`src/rtl/mem_copy_engine.sv`:
```
// Block-copy bus initiator for the single-port data memory: one read then one write per byte.
// Optional running byte checksum on reads when MEM_COPY_CHECKSUM_EN is defined.
module mem_copy_engine #(
  parameter int unsigned ADDR_W = 8,
  parameter int unsigned DATA_W = 8
) (
  input  logic              CLK,
  input  logic              reset,
  input  logic              start,
  input  logic [ADDR_W-1:0] SrcAddr,
  input  logic [ADDR_W-1:0] DstAddr,
  input  logic [ADDR_W-1:0] Len,
  output logic              busy,
  output logic              done,
  output logic [ADDR_W-1:0] DataAddress,
  output logic              ReadMem,
  output logic              WriteMem,
  output logic [DATA_W-1:0] DataIn,
  input  logic [DATA_W-1:0] DataOut
`ifdef MEM_COPY_CHECKSUM_EN
  ,
  output logic [DATA_W-1:0] Checksum
`endif
);

  localparam logic [ADDR_W-1:0] One = 1;

  typedef enum logic [1:0] {StIdle, StRead, StWrite, StDone} state_e;

  state_e            state_q, state_d;
  logic [ADDR_W-1:0] src_q, src_d;
  logic [ADDR_W-1:0] dst_q, dst_d;
  logic [ADDR_W-1:0] len_q, len_d;
  logic [ADDR_W-1:0] i_q, i_d;
  logic [DATA_W-1:0] data_q, data_d;
`ifdef MEM_COPY_CHECKSUM_EN
  logic [DATA_W-1:0] cs_q, cs_d;
  assign Checksum = cs_q;
`endif

  always_ff @(posedge CLK) begin
    if (reset) begin
      state_q <= StIdle;
      src_q   <= '0;
      dst_q   <= '0;
      len_q   <= '0;
      i_q     <= '0;
      data_q  <= '0;
`ifdef MEM_COPY_CHECKSUM_EN
      cs_q    <= '0;
`endif
    end else begin
      state_q <= state_d;
      src_q   <= src_d;
      dst_q   <= dst_d;
      len_q   <= len_d;
      i_q     <= i_d;
      data_q  <= data_d;
`ifdef MEM_COPY_CHECKSUM_EN
      cs_q    <= cs_d;
`endif
    end
  end

  always_comb begin
    state_d     = state_q;
    src_d       = src_q;
    dst_d       = dst_q;
    len_d       = len_q;
    i_d         = i_q;
    data_d      = data_q;
`ifdef MEM_COPY_CHECKSUM_EN
    cs_d        = cs_q;
`endif
    busy        = 1'b0;
    done        = 1'b0;
    ReadMem     = 1'b0;
    WriteMem    = 1'b0;
    DataAddress = '0;
    DataIn      = '0;

    unique case (state_q)
      StIdle: begin
        if (start) begin
          src_d   = SrcAddr;
          dst_d   = DstAddr;
          len_d   = Len;
          i_d     = '0;
`ifdef MEM_COPY_CHECKSUM_EN
          cs_d    = '0;
`endif
          state_d = (Len == '0) ? StDone : StRead;
        end
      end
      StRead: begin
        busy        = 1'b1;
        ReadMem     = 1'b1;
        DataAddress = src_q + i_q;
        data_d      = DataOut;
`ifdef MEM_COPY_CHECKSUM_EN
        cs_d        = cs_q + DataOut;
`endif
        state_d     = StWrite;
      end
      StWrite: begin
        busy        = 1'b1;
        WriteMem    = 1'b1;
        DataAddress = dst_q + i_q;
        DataIn      = data_q;
        if (i_q == len_q - One) begin
          state_d = StDone;
        end else begin
          i_d     = i_q + One;
          state_d = StRead;
        end
      end
      StDone: begin
        busy    = 1'b1;
        done    = 1'b1;
        state_d = StIdle;
      end
      default: state_d = StIdle;
    endcase

    // Outputs sit at their reset values while reset is held, so an in-flight write never commits.
    if (reset) begin
      busy        = 1'b0;
      done        = 1'b0;
      ReadMem     = 1'b0;
      WriteMem    = 1'b0;
      DataAddress = '0;
      DataIn      = '0;
    end
  end

endmodule

```
`config.mk`:
```
export PLATFORM = sky130hd
export DESIGN_NAME = mem_copy_engine
export DESIGN_NICKNAME = d
export VERILOG_FILES = /design/src/rtl/mem_copy_engine.sv
export SDC_FILE = /design/constraint.sdc
export NUM_CORES = 1
export LEC_CHECK = 0
export ABC_CLOCK_PERIOD_IN_PS = 3400
export CAP_MARGIN = 20
export CORE_ASPECT_RATIO = 1.75
export CORE_UTILIZATION = 55
export CTS_CLUSTER_DIAMETER = 120
export DETAILED_ROUTE_END_ITERATION = 12
export DONT_BUFFER_PORTS = 1
export PLACE_DENSITY = 0.76
export REMOVE_ABC_BUFFERS = 1
export SYNTH_ARGS = -nofsm -noshare
export SYNTH_HDL_FRONTEND = slang
export SYNTH_SLANG_ARGS = --single-unit
```
`constraint.sdc`:
```
create_clock -name CLK -period 3.4 [get_ports CLK]
set_clock_uncertainty 0.1 [all_clocks]
set_input_delay 0.68 -clock CLK [delete_from_list [all_inputs] [get_ports CLK]]
set_output_delay 0.68 -clock CLK [all_outputs]
set_load 0.02 [all_outputs]
```
==> flow_metrics.py, run 1 <==
metrics = {
    "final_layout": {
        "nets": 365,
        "final_core_util": 0.667,
        "finalInstanceArea_um2": 2790,
        "stdcell_count": 365,
        "drive_gt1_frac": 0.184,
        "syn_to_final_growth_pct": 13.8,
        "insertedDiodeCount": 0,
    },
    "power": {
        "p_leak_nw": 1.09,
        "ir_worst_vdd_v": 0.000472,
        "power.density_nw_per_um2": 569,
    },
    "flow_run": {
        "cap_violations": 0,
    },
    "placed_design": {
        "dp_hpwl_um": 3920,
        "place.port_buffers": 0,
        "routabilityCongestion": 0.853,
        "placed_cell_area_um2": 2570,
        "placed_cells": 353,
    },
    "routing": {
        "vias": 2168,
        "drt-initial-drc-count": 55,
        "ant_nets": 0,
        "drt_wl_total_um": 5620,
        "drtPass1Iterations": 4,
        "drc_errors": 0,
        "via_per_inst": 5.94,
        "routedWlPerCell_um": 15.4,
    },
    "clocking": {
        "clkTransAtPathRegs_ps": 80,
        "cts_tree": "yes",
        "cts.sinks": 42,
        "numCtsBuffers": 5,
        "clk-insertion-delay-late_ps": 290,
        "clock_path_buffers": 2,
        "root_buffer": "clkbuf_8",
        "h-tree-depth": 2,
    },
    "worst_setup_path": {
        "crit_buf_inv": 3,
        "crit_path_max_fanout": 4,
        "cp_data_required_time_ps": 2620,
        "crit_chain": "inv_2, ha_4, mux2_4, ha_4, a21o_1, a21oi_2, o21ai_2, a2111oi_2, buf_4, o21ai_1, nor3b_2, buf_4",
        "cp-end-kind": "primary output",
        "arrival_ps": 2730,
        "slowest_stage": "a2111oi_2",
        "cp-start-kind": "register",
        "slowest_delay_ps": 350,
        "critPathKind": "reg -> out",
        "critical_path.top_delay_family": "compound AO/OA/AOI/OAI gates",
    },
    "sta": {
        "finalSetupTns_ps": -105,
        "max_slew_margin": 0.430,
        "fin_ws_ps": -105,
        "drv_slew": 0,
        "clock.fmax_mhz": 285,
        "rsz0062_at_grt": "yes",
        "finalHoldViolCount": 0,
        "post-route-min-period_ps": 3510,
        "worst_pin_slew_ps": 855,
        "final.period_utilization": 1.03,
        "finalSetupViolations": 1,
    },
    "grt": {
        "antenna_found_initial": 0,
        "grt_pass1_vias": 2136,
        "grt_max_degree": 45,
        "grt_pass1_wl_um": 9370,
        "grt_overflow": 0,
        "grtUsageTotal": 0.256,
    },
    "floorplanning": {
        "initial_core_util": 0.586,
        "coreArea_um2": 4190,
        "die_w_um": 52.5,
        "dieHeight_um": 90.4,
        "ios": 55,
        "fp.dieArea_um2": 4740,
        "row_count": 31,
    },
    "synth": {
        "synth_area_per_cell_um2": 8.05,
        "synthFlopType": "dfxtp_1",
        "syn_inst": 305,
        "post-synth-top-area-cell": "dfxtp_1",
        "synth_area_leaders": "dfxtp_1 (34%), nand2_1 (8.7%), ha_1 (6.6%), a21oi_1 (6.3%), mux2i_1 (4.1%)",
        "synth_top_area_frac": 0.343,
        "synth_edf_count": 0,
        "ys_async_sr_fraction": 0,
        "syn-cell-area_um2": 2450,
        "synth-seq-cells": 42,
        "synth_cell_types": 46,
        "synth_warnings": 0,
        "yosysSeqAreaShare": 0.343,
    },
    "status": {
        "violations": "setup timing",
        "status": "complete, but fails checks",
    },
    "hold_path": {
        "min_path_type": "reg -> reg",
    },
}
worst min-delay path, cell delays in order (launching register included):
cell and delay [ps]:
dfxtp_1 310, nand2_1 50, a21oi_1 50
cell usage in the layout (no fill, tap or decap), drive strengths merged, types with 5 or more instances in the layout:
master,n
o21ai,9
mux2i,10
xnor2,7
ha,13
a21oi,32
nand2,57
clkbuf,7
dfxtp,42
nor2b,6
nor3,7
and3,10
nor2,18
inv,13
buf,23
o31ai,6
or4,8
xor2,5
mux2,7
layout make-up:
class	instances	area [um2]
Clock buffer	7	76.3
Fill cell	357	1400
Inverter	13	48.8
Multi-Input combinational cell	231	1580
Sequential cell	42	842
Tap cell	49	61.3
Timing Repair Buffer	23	180
timing repair:
action                     in CTS  in global routing
setup buffers                   2                  3
pin swaps                      10                 11
setup endpoints to repair       3                  2
gates resized for setup        23                  8
hold buffers                    0                  0
metal layers:
metal | GRT usage | vias to the layer above | wire [um]
li1 | - | 1077 | -
met2 | 0.483 | 45 | 3110
met1 | 0.268 | 1037 | 2210
met3 | 0.0354 | 9 | 205
met4 | 0.0877 | 0 | 92
met5 | 0 | - | 0
power by group:
group          total [mW]  leakage [nW]  internal [mW]  switching (mW)
clock               0.300        0.0383          0.142           0.159
combinational       0.667         0.704          0.286           0.381
sequential          0.623         0.343          0.569          0.0546
total                1.59          1.09          0.996           0.594
cells by family after synthesis:
family / share of synthesized area
compound gates: 0.161
mux: 0.0729
fa+ha+maj: 0.0744
flops: 0.343
xor+xnor: 0.0520
buf+inv: 0.0540
simple gates: 0.244
sequential cells by signal, indices dropped and copies added, names as in the netlist:
| signal | cells |
|---|---|
| dst_q | 8 |
| state_q | 2 |
| data_q | 8 |
| src_q | 8 |
| i_q | 8 |
| len_q | 8 |
cell usage after synthesis (2+ instances only):
cell	n
or4_1	8
buf_1	2
nand2_1	57
nor3b_1	3
ha_1	13
a21boi_1	3
o31ai_1	6
or3_1	4
nand4_1	3
nand3_1	2
a211oi_1	2
mux2i_1	10
nor3_1	6
nor4_1	2
a21oi_1	31
xnor2_1	7
clkbuf_1	14
mux2_2	7
xor2_1	5
and2_1	2
dfxtp_1	42
and3_1	10
nor2_1	18
o21bai_1	2
inv_1	13
nor2b_1	6
o21ai_0	8
stage by stage:
step                setup slack [ps]  total power [mW]  hold slack, ps
CTS                            -77.9              1.59             351
global placement                -100              1.23             338
global route                    -231              1.70             341
finish                          -105              1.59             353
detailed placement             -96.9              1.25             340
floorplan                       -501              1.08             327
path summary, 6_finish.rpt:
check / start / end / slack, ps / cells past startpoint
hold / removal: src_q[1] / src_q[1] / 350 / 2
setup / recovery: state_q[0] / DataAddress[7] / -110 / 12
hold reg to reg: src_q[1] / src_q[1] / 350 / 2
setup reg to reg: state_q[1] / i_q[7] / 770 / 8
Note: power is estimated with default switching activity, not from simulation.
==> run 2: changes to the inputs <==
--- a/config.mk
+++ b/config.mk
@@ -5,14 +5,14 @@
 export SDC_FILE = /design/constraint.sdc
 export NUM_CORES = 1
 export LEC_CHECK = 0
-export ABC_CLOCK_PERIOD_IN_PS = 3400
+export ABC_CLOCK_PERIOD_IN_PS = 3700
 export CAP_MARGIN = 20
 export CORE_ASPECT_RATIO = 1.75
 export CORE_UTILIZATION = 55
 export CTS_CLUSTER_DIAMETER = 120
 export DETAILED_ROUTE_END_ITERATION = 12
 export DONT_BUFFER_PORTS = 1
-export PLACE_DENSITY = 0.76
+export PLACE_DENSITY = 0.73
 export REMOVE_ABC_BUFFERS = 1
 export SYNTH_ARGS = -nofsm -noshare
 export SYNTH_HDL_FRONTEND = slang
==> constraint.sdc (replaced) <==
create_clock -name CLK -period 3.7 [get_ports CLK]
set_clock_uncertainty 0.1 [all_clocks]
set_input_delay 0.74 -clock CLK [delete_from_list [all_inputs] [get_ports CLK]]
set_output_delay 0.74 -clock CLK [all_outputs]
set_load 0.02 [all_outputs]
==> flow_metrics.py, run 2 (synthesis results as in run 1) <==
metrics = {
    "hold_path": {
        "min_path_type": "reg -> reg",
        "min_to": "src_q[1]",
        "worstHoldPathCells": 2,
        "hp-start": "src_q[1]",
    },
    "clocking": {
        "hold_buffers": 0,
        "cts_tree": "yes",
        "root_buffer": "clkbuf_8",
        "clkTransAtPathRegs_ps": 70,
        "clk-insertion-delay-late_ps": 290,
        "clock_path_buffers": 2,
        "numCtsBuffers": 5,
        "h-tree-depth": 2,
        "cts.sinks": 42,
    },
    "worst_setup_path": {
        "cp-start-kind": "register",
        "critical_path.top_delay_family": "compound AO/OA/AOI/OAI gates",
        "crit_buf_inv": 2,
        "slowest_stage": "a2111oi_4",
        "arrival_ps": 2720,
        "crit_chain": "inv_2, ha_4, mux2_2, ha_2, a21o_1, a21oi_2, o21ai_2, a2111oi_4, nor3_2, nor3b_2, buf_4",
        "cp-end-kind": "primary output",
        "critPathKind": "reg -> out",
        "r2r_start": "state_q[1]",
        "r2r_end": "i_q[7]",
        "cp_data_required_time_ps": 2860,
        "r2r_cells": 8,
        "slowest_delay_ps": 400,
        "crit_path_max_fanout": 4,
        "rrSetupSlack_ps": 1110,
    },
    "power": {
        "ir_worst_vdd_v": 0.000360,
        "p_total_mw": 1.43,
        "power.density_nw_per_um2": 532,
        "p_leak_nw": 1.03,
    },
    "routing": {
        "drtPass1Iterations": 4,
        "ant_nets": 0,
        "drc_errors": 0,
        "drt-initial-drc-count": 47,
        "vias": 2105,
        "drt_wl_total_um": 5580,
        "via_per_inst": 5.95,
        "routedWlPerCell_um": 15.8,
    },
    "grt": {
        "grt_pass1_wl_um": 9270,
        "antenna_found_initial": 0,
        "grt_pass1_vias": 2090,
        "grt_max_degree": 45,
        "grt_overflow": 0,
        "grtUsageTotal": 0.252,
    },
    "placed_design": {
        "dp_hpwl_um": 3830,
        "routabilityCongestion": 0.817,
        "preCtsSetupSlack_ps": 8.70,
        "place.port_buffers": 0,
    },
    "sta": {
        "whs_ps": 353,
        "fin_ws_ps": 136,
        "clock.fmax_mhz": 281,
        "worst_pin_slew_ps": 923,
        "max_slew_margin": 0.385,
        "post-route-min-period_ps": 3560,
        "final.period_utilization": 0.963,
        "finalSetupViolations": 0,
        "drv_slew": 0,
        "finalHoldViolCount": 0,
    },
    "floorplanning": {
        "dieHeight_um": 90.4,
        "row_count": 31,
        "fp.dieArea_um2": 4740,
        "coreArea_um2": 4190,
        "ios": 55,
        "initial_core_util": 0.586,
        "die_w_um": 52.5,
    },
    "final_layout": {
        "insertedDiodeCount": 0,
        "mostFrequentLayoutCells": "nand2_1 (57), dfxtp_1 (41), a21oi_1 (29), nor2_1 (18), inv_1 (12)",
        "syn_to_final_growth_pct": 9.58,
        "nets": 354,
        "mostFrequentLayoutCell": "nand2_1",
        "drive_gt1_frac": 0.138,
        "final_core_util": 0.642,
        "n_fill_cell": 377,
    },
    "status": {
        "status": "completed",
    },
    "flow_run": {
        "cap_violations": 0,
    },
}
## run 2: cell types whose count changed in the layout (fill, tap and decap cells not counted), sizes merged
cell,previous run,this run
buf,23,12
## run 2: timing repair
action / in CTS / in global routing
setup endpoints to repair: 2 / 2
pin swaps: 1 / 6
gates resized for setup: 6 / 16
endpoints found under the hold margin: 0 / 0
buffers inserted: 0 / 1
## run 2: area by class of cell
cell class | count | area, um2 | area share
multi-input combinational | 231 | 1570 | 0.583
sequential | 42 | 842 | 0.313
timing repair buffer | 12 | 93.8 | 0.0349
clock buffer | 7 | 76.3 | 0.0284
tap | 49 | 61.3 | 0.0228
inverter | 13 | 48.8 | 0.0181
## run 2: power by group
| part | switching, mW | internal (mW) |
|---|---|---|
| logic | 0.335 | 0.244 |
| registers | 0.0514 | 0.522 |
| clock network | 0.148 | 0.130 |
## run 2: metal layers
layer	vias to the layer above	track usage	part of all wire
li1	1053	-	-
met1	978	0.277	0.39
met2	60	0.449	0.53
met3	14	0.0505	0.054
met4	0	0.0943	0.026
met5	-	0	0
## run 2: worst max path at each step
| stage | from | depth (start not counted) | to | slack, ps |
|---|---|---|---|---|
| after detailed placement | state_q[0] | 11 | DataAddress[7] | 9 |
| after global placement | state_q[0] | 11 | DataAddress[7] | 80 |
| after CTS | state_q[0] | 11 | DataAddress[7] | 2 |
| after global routing | state_q[0] | 11 | DataAddress[7] | -10 |
| final | state_q[0] | 11 | DataAddress[7] | 140 |
| after floorplan | state_q[0] | 10 | DataAddress[7] | -260 |
## run 2: per-stage QoR
step / cells / area (um2) / setup TNS, ps
floorplan: 286 / 2370 / -261
global placement: 346 / 2510 / 0
detailed placement: 346 / 2510 / 0
CTS: 353 / 2600 / 0
global route: 354 / 2690 / -14.8
finish: 354 / 2690 / 0
## run 2: worst reg2reg max path, delay by kind of cell (launching register included)
family / cells / cell delay (ps)
compound gates: 2 / 380
fa+ha+maj: 1 / 320
buf+inv: 2 / 220
flops: 1 / 330
simple gates: 3 / 1180
